### src/rtl/uart_cmd_pkg.sv
// Shared constants for the UART command decoder: header bytes, frame size,
// timeout default and the FSM state encoding.
package uart_cmd_pkg;

    localparam logic [7:0] WR_CMD_DEF     = 8'h55;
    localparam logic [7:0] RD_CMD_DEF     = 8'hAA;
    localparam int         DATA_BYTES_DEF = 4;
    localparam int         TIMEOUT_DEF    = 50000;

    typedef logic [0:0] state_t;

    localparam state_t ST_IDLE  = 1'b0;
    localparam state_t ST_WDATA = 1'b1;

endpackage

### src/rtl/uart_cmd_decode_if.sv
// Byte-stream in, FIFO push and SDRAM request handshakes out of the decoder.
interface uart_cmd_decode_if;

    // rx_flag qualifies rx_data for exactly one cycle and cannot be stalled.
    // wfifo_wr_en qualifies wfifo_data for one cycle; the FIFO never refuses.
    // wr_req/rd_req stay high until the matching *_ack is seen for one cycle.
    logic [7:0]  rx_data;
    logic        rx_flag;
    logic        wfifo_wr_en;
    logic [15:0] wfifo_data;
    logic        wr_req;
    logic        wr_ack;
    logic        rd_req;
    logic        rd_ack;
    logic        frame_err;

    modport master (
        output rx_data, rx_flag, wr_ack, rd_ack,
        input  wfifo_wr_en, wfifo_data, wr_req, rd_req, frame_err
    );

    modport slave (
        input  rx_data, rx_flag, wr_ack, rd_ack,
        output wfifo_wr_en, wfifo_data, wr_req, rd_req, frame_err
    );

endinterface

### src/rtl/uart_cmd_decode_req_hold.sv
// Sticky request flag: set wins over a coincident ack, ack alone clears it.
module req_hold (
    input  logic clk,
    input  logic rst_n,
    input  logic set,
    input  logic ack,
    output logic req
);

    logic req_q;
    logic req_d;

    always_comb begin
        req_d = set | (req_q & ~ack);
    end

    always_ff @(posedge clk or negedge rst_n) begin
        if (!rst_n) req_q <= 1'b0;
        else        req_q <= req_d;
    end

    assign req = req_q;

endmodule

### src/rtl/uart_cmd_decode.sv
// Parses write frames and read commands from the UART byte stream, packs
// payload bytes into 16-bit FIFO words and raises SDRAM requests.
module uart_cmd_decode
    import uart_cmd_pkg::*;
#(
    parameter logic [7:0] WR_CMD     = WR_CMD_DEF,
    parameter logic [7:0] RD_CMD     = RD_CMD_DEF,
    parameter int         DATA_BYTES = DATA_BYTES_DEF,
    parameter int         TIMEOUT    = TIMEOUT_DEF
) (
    input  logic         clk,
    input  logic         rst_n,
    uart_cmd_decode_if.slave bus,
    output state_t       state_o
);

    localparam int             TW        = $clog2(TIMEOUT);
    // Expiry is detected one count early so frame_err lands TIMEOUT cycles after the last byte.
    localparam logic [TW-1:0]  T_LAST    = TW'(TIMEOUT - 2);
    localparam logic [7:0]     LAST_BYTE = 8'(DATA_BYTES - 1);

    state_t         state_q, state_d;
    logic [7:0]     bcnt_q, bcnt_d;
    logic [TW-1:0]  tcnt_q, tcnt_d;
    logic [7:0]     hi_q, hi_d;
    logic           wr_en_q, wr_en_d;
    logic [15:0]    wdata_q, wdata_d;
    logic           ferr_q, ferr_d;
    logic           wr_set;
    logic           rd_set;
    logic           wr_req;
    logic           rd_req;

    always_comb begin
        state_d = state_q;
        bcnt_d  = bcnt_q;
        tcnt_d  = tcnt_q;
        hi_d    = hi_q;
        wr_en_d = 1'b0;
        wdata_d = wdata_q;
        ferr_d  = 1'b0;
        wr_set  = 1'b0;
        rd_set  = 1'b0;
        case (state_q)
            ST_IDLE: begin
                if (bus.rx_flag) begin
                    tcnt_d = '0;
                    if (bus.rx_data == WR_CMD) begin
                        state_d = ST_WDATA;
                        bcnt_d  = '0;
                    end else if (bus.rx_data == RD_CMD) begin
                        rd_set = 1'b1;
                    end
                end
            end
            ST_WDATA: begin
                if (bus.rx_flag) begin
                    tcnt_d = '0;
                    bcnt_d = bcnt_q + 8'd1;
                    // bcnt_q counts bytes already taken, so even values mean an odd position.
                    if (!bcnt_q[0]) begin
                        hi_d = bus.rx_data;
                    end else begin
                        wr_en_d = 1'b1;
                        wdata_d = {hi_q, bus.rx_data};
                    end
                    if (bcnt_q == LAST_BYTE) begin
                        wr_set  = 1'b1;
                        state_d = ST_IDLE;
                    end
                end else if (tcnt_q == T_LAST) begin
                    ferr_d  = 1'b1;
                    state_d = ST_IDLE;
                    tcnt_d  = '0;
                    hi_d    = '0;
                end else begin
                    tcnt_d = tcnt_q + TW'(1);
                end
            end
            default: state_d = ST_IDLE;
        endcase
    end

    always_ff @(posedge clk or negedge rst_n) begin
        if (!rst_n) begin
            state_q <= ST_IDLE;
            bcnt_q  <= '0;
            tcnt_q  <= '0;
            hi_q    <= '0;
            wr_en_q <= 1'b0;
            wdata_q <= '0;
            ferr_q  <= 1'b0;
        end else begin
            state_q <= state_d;
            bcnt_q  <= bcnt_d;
            tcnt_q  <= tcnt_d;
            hi_q    <= hi_d;
            wr_en_q <= wr_en_d;
            wdata_q <= wdata_d;
            ferr_q  <= ferr_d;
        end
    end

    req_hold u_wr_req (
        .clk   (clk),
        .rst_n (rst_n),
        .set   (wr_set),
        .ack   (bus.wr_ack),
        .req   (wr_req)
    );

    req_hold u_rd_req (
        .clk   (clk),
        .rst_n (rst_n),
        .set   (rd_set),
        .ack   (bus.rd_ack),
        .req   (rd_req)
    );

    assign bus.wfifo_wr_en = wr_en_q;
    assign bus.wfifo_data  = wdata_q;
    assign bus.frame_err   = ferr_q;
    assign bus.wr_req      = wr_req;
    assign bus.rd_req      = rd_req;
    assign state_o         = state_q;

endmodule

### src/flat_wrapper.sv
// flat-port wrapper written by rule: the top's interface ports become plain ports
module uart_cmd_decode_flat import uart_cmd_pkg::*;
#(
    parameter logic [7:0] WR_CMD     = WR_CMD_DEF,
    parameter logic [7:0] RD_CMD     = RD_CMD_DEF,
    parameter int         DATA_BYTES = DATA_BYTES_DEF,
    parameter int         TIMEOUT    = TIMEOUT_DEF
)
  (clk, rst_n, state_o, bus_rx_data, bus_rx_flag, bus_wr_ack, bus_rd_ack, bus_wfifo_wr_en, bus_wfifo_data, bus_wr_req, bus_rd_req, bus_frame_err);
  uart_cmd_decode_if bus_i ();
  input  logic clk;
  input  logic rst_n;
  output state_t state_o;
  input wire logic [$bits(bus_i.rx_data)-1:0] bus_rx_data;
  input wire logic [$bits(bus_i.rx_flag)-1:0] bus_rx_flag;
  input wire logic [$bits(bus_i.wr_ack)-1:0] bus_wr_ack;
  input wire logic [$bits(bus_i.rd_ack)-1:0] bus_rd_ack;
  output wire logic [$bits(bus_i.wfifo_wr_en)-1:0] bus_wfifo_wr_en;
  output wire logic [$bits(bus_i.wfifo_data)-1:0] bus_wfifo_data;
  output wire logic [$bits(bus_i.wr_req)-1:0] bus_wr_req;
  output wire logic [$bits(bus_i.rd_req)-1:0] bus_rd_req;
  output wire logic [$bits(bus_i.frame_err)-1:0] bus_frame_err;
  assign bus_i.rx_data = bus_rx_data;
  assign bus_i.rx_flag = bus_rx_flag;
  assign bus_i.wr_ack = bus_wr_ack;
  assign bus_i.rd_ack = bus_rd_ack;
  assign bus_wfifo_wr_en = bus_i.wfifo_wr_en;
  assign bus_wfifo_data = bus_i.wfifo_data;
  assign bus_wr_req = bus_i.wr_req;
  assign bus_rd_req = bus_i.rd_req;
  assign bus_frame_err = bus_i.frame_err;
  uart_cmd_decode #(.WR_CMD(WR_CMD), .RD_CMD(RD_CMD), .DATA_BYTES(DATA_BYTES), .TIMEOUT(TIMEOUT)) u_core (.clk(clk), .rst_n(rst_n), .bus(bus_i), .state_o(state_o));
endmodule
### config.mk
export PLATFORM = sky130hd
export DESIGN_NAME = uart_cmd_decode_flat
export DESIGN_NICKNAME = d
export VERILOG_FILES = /design/src/rtl/uart_cmd_pkg.sv /design/src/rtl/uart_cmd_decode_if.sv /design/src/rtl/uart_cmd_decode_req_hold.sv /design/src/rtl/uart_cmd_decode.sv /design/src/flat_wrapper.sv
export SDC_FILE = /design/constraint.sdc
export NUM_CORES = 1
export LEC_CHECK = 0
export CORE_MARGIN = 10
export CORE_UTILIZATION = 56
export DETAILED_ROUTE_END_ITERATION = 7
export PLACE_DENSITY = 0.83
export SETUP_SLACK_MARGIN = 0.02
export SYNTH_ARGS = -nofsm -noshare
export SYNTH_HDL_FRONTEND = slang
export SYNTH_SLANG_ARGS = --single-unit
### constraint.sdc
create_clock -name clk -period 4.9 [get_ports clk]
set_clock_uncertainty 0.2 [all_clocks]
set_input_delay 0.98 -clock clk [delete_from_list [all_inputs] [get_ports clk]]
set_output_delay 0.98 -clock clk [all_outputs]
set_load 0.01 [all_outputs]
==> flow_summary.toml <==
[final_layout]
fill_cells = 347
final_cell_mix = "dfrtp_1 (53), clkdlybuf4s50_1 (32), nand2_1 (28)"
drive_above_1_share = 0.116
mostFrequentLayoutCell = "dfrtp_1"
fin_nets = 292
synthToLayoutAreaGrowth_pct = 16.4
fin_area_um2 = 3060
antenna_cells = 0

[synthesis]
yosysSeqAreaShare = 0.504
syn_nets = 263
yosysUniqueCellTypes = 43
ys.warnings.count = 0
synth_seq_cells = 53
syn_inst = 247
synth-edff-count = 0
synthArstFlopShare = 1.00
ys.flop_type = "dfrtp_1"
synthesis.area_um2 = 2630
synth_area_per_cell_um2 = 10.6

[routing]
antenna_left = 0
vias = 2121
first_pass_iters = 5
viasPerCell = 6.45
drt_iter0_markers = 191
wl_per_cell_um = 17.7
drc = 0
drt_wl_total_um = 5830

[cts]
cts-root-buf = "clkbuf_8"
postCtsSetupBuffers = 0
tritoncts_num_sinks = 53
worstSkewPairLatency_ns = 0.31
htreeDepth = 2
postCtsHoldBufs = 0
tritoncts = "done"
post_cts_resized = 0
clk_pin_slew_ns = 0.09
cts_buffers = 5
clk_path_buf_depth = 2

[critical_path]
cp.arrival_ns = 3.31
crit_type = "in2reg"
required_ns = 4.90
cp-end-kind = "flop"
cp-start-kind = "primary input"
crit_fanout = 22

[placed_design]
io_buffers = 33
gp_congestion = 0.892
pre_cts_ws_ns = 1.28
hpwl_um = 4130
place_area_um2 = 2970

[power_and_ir_drop]
power_w = 0.00124
power.density_nw_per_um2 = 405
irDropWorstVdd_uv = 215
p_leak_nw = 1.24

[outcome]
status = "finished clean"

[global_route]
grt_pass1_wl_um = 9920
grt_max_degree = 54
grt_pass1_vias = 2000
grt_antenna_before_repair = 0
grt-ovfl-total = 0
grtUsageTotal = 0.158

[min_path]
hold_path_class = "reg2reg"

[timing]
post-route-min-period_ns = 3.32
drv_slew = 0
setup_ws_ns = 1.58
relSlewSlack = 0.457
max_clock_freq_mhz = 301
post-route-period-util = 0.677
setup_viol = 0
hold_violations = 0
worstMarginPinSlew_ns = 0.812
setup_tns_ns = 0
rsz0062_at_grt = "no"

[floorplan]
core_um2 = 4440
start_util = 0.592
dieArea_um2 = 7840
rows = 24
fp.dieW_um = 88.5
num_io_pins = 34
die_y_um = 88.5

[run]
maxCapViolations = 0
[logic make-up (layout without fill, tap and decap cells)]
| kind of cell | Yosys count | in the layout | synth area share |
|---|---|---|---|
| compound gates | 57 | 57 | 0.160 |
| fa+ha+maj | 3 | 3 | 0.0143 |
| buf+inv | 23 | 53 | 0.0390 |
| flops | 53 | 53 | 0.504 |
| mux | 17 | 17 | 0.0718 |
| simple gates | 94 | 94 | 0.211 |
[path summary, 6_finish.rpt]
kind,startpoint,end,slack [ns],cells after the start
worst min-delay path,u_core.bcnt_q[7]$_DFFE_PN0P_,u_core.bcnt_q[7]$_DFFE_PN0P_,0.29,1
max in group asynchronous,rst_n,u_core.tcnt_q[11]$_DFFE_PN0P_,3.49,2
worst min register to register,u_core.bcnt_q[7]$_DFFE_PN0P_,u_core.bcnt_q[7]$_DFFE_PN0P_,0.29,1
worst max-delay path,bus_rx_flag,u_core.bus.wfifo_data[1]$_DFFE_PN0P_,1.58,3
min in group asynchronous,rst_n,u_core.bus.wfifo_data[14]$_DFFE_PN0P_,0.57,2
worst max register to register,u_core.tcnt_q[0]$_DFFE_PN0P_,u_core.tcnt_q[8]$_DFFE_PN0P_,2.49,6
[critical path: stages]
cell and delay, ns:
clkdlybuf4s50_1 0.99, nand3_1 0.80, mux2_2 0.53
[flip-flops by register name (all words and copies together) (netlist names)]
signal / count
u_core.bus.wfifo_data: 16
u_core.bus.wfifo_wr_en: 1
u_core.u_wr_req.req: 1
u_core.u_rd_req.req: 1
u_core.bcnt_q: 8
u_core.tcnt_q: 16
u_core.hi_q: 8
u_core.bus.frame_err: 1
u_core.state_o: 1
[power breakdown]
| part | internal, W | switching [W] |
|---|---|---|
| combinational | 0.000217 | 0.000152 |
| clock | 0.000102 | 0.000138 |
| sequential | 0.000540 | 0.0000917 |
[cell usage after synthesis, drive strengths merged, types with 2 or more instances]
cell type | count | area, um2
a21oi | 2 | 10.0
a22o | 13 | 114
a31o | 2 | 17.5
a31oi | 14 | 87.6
a41oi | 2 | 25.0
and3 | 3 | 18.8
and4 | 3 | 26.3
buf | 9 | 50.0
clkbuf | 5 | 18.8
dfrtp | 53 | 1330
ha | 3 | 37.5
inv | 8 | 30.0
mux2 | 15 | 169
mux2i | 2 | 20.0
nand2 | 28 | 105
nand2b | 7 | 51.3
nand3 | 14 | 70.1
nand3b | 6 | 45.0
nand4 | 10 | 62.6
nand4b | 4 | 35.0
nor2 | 2 | 7.51
nor3 | 5 | 25.0
nor4 | 7 | 50.1
nor4bb | 2 | 20.0
o21ai | 9 | 45.0
o22ai | 3 | 18.8
o2bb2ai | 2 | 17.5
o311ai | 4 | 35.0
o41ai | 2 | 17.5
[area by class of cell]
type	count	area [um2]	area share
Inverter	9	33.8	0.0110
Timing Repair Buffer	36	348	0.114
Clock inverter	2	13.8	0.00450
Multi-Input combinational cell	171	1200	0.392
Clock buffer	6	72.6	0.0237
Tap cell	52	65.1	0.0213
Sequential cell	53	1330	0.433
[per-stage QoR]
stage	utilization	instances	hold WS, ns
after detailed placement	0.669	321	0.274
after CTS	0.689	329	0.290
after global placement	0.669	321	0.262
after floorplan	-	247	0.246
final	0.689	329	0.292
after global routing	0.689	329	0.321
[per-layer routing]
layer  wire length [um]  GRT usage  part of all wire  up-vias
li1                   -          -                 -     1001
met1               2690      0.212              0.46     1037
met2               2790      0.249              0.48       72
met3                286     0.0377             0.049       11
met4                 63     0.0426             0.011        0
met5                  0          0                 0        -
No activity file was read; power rests on OpenSTA's default activity.
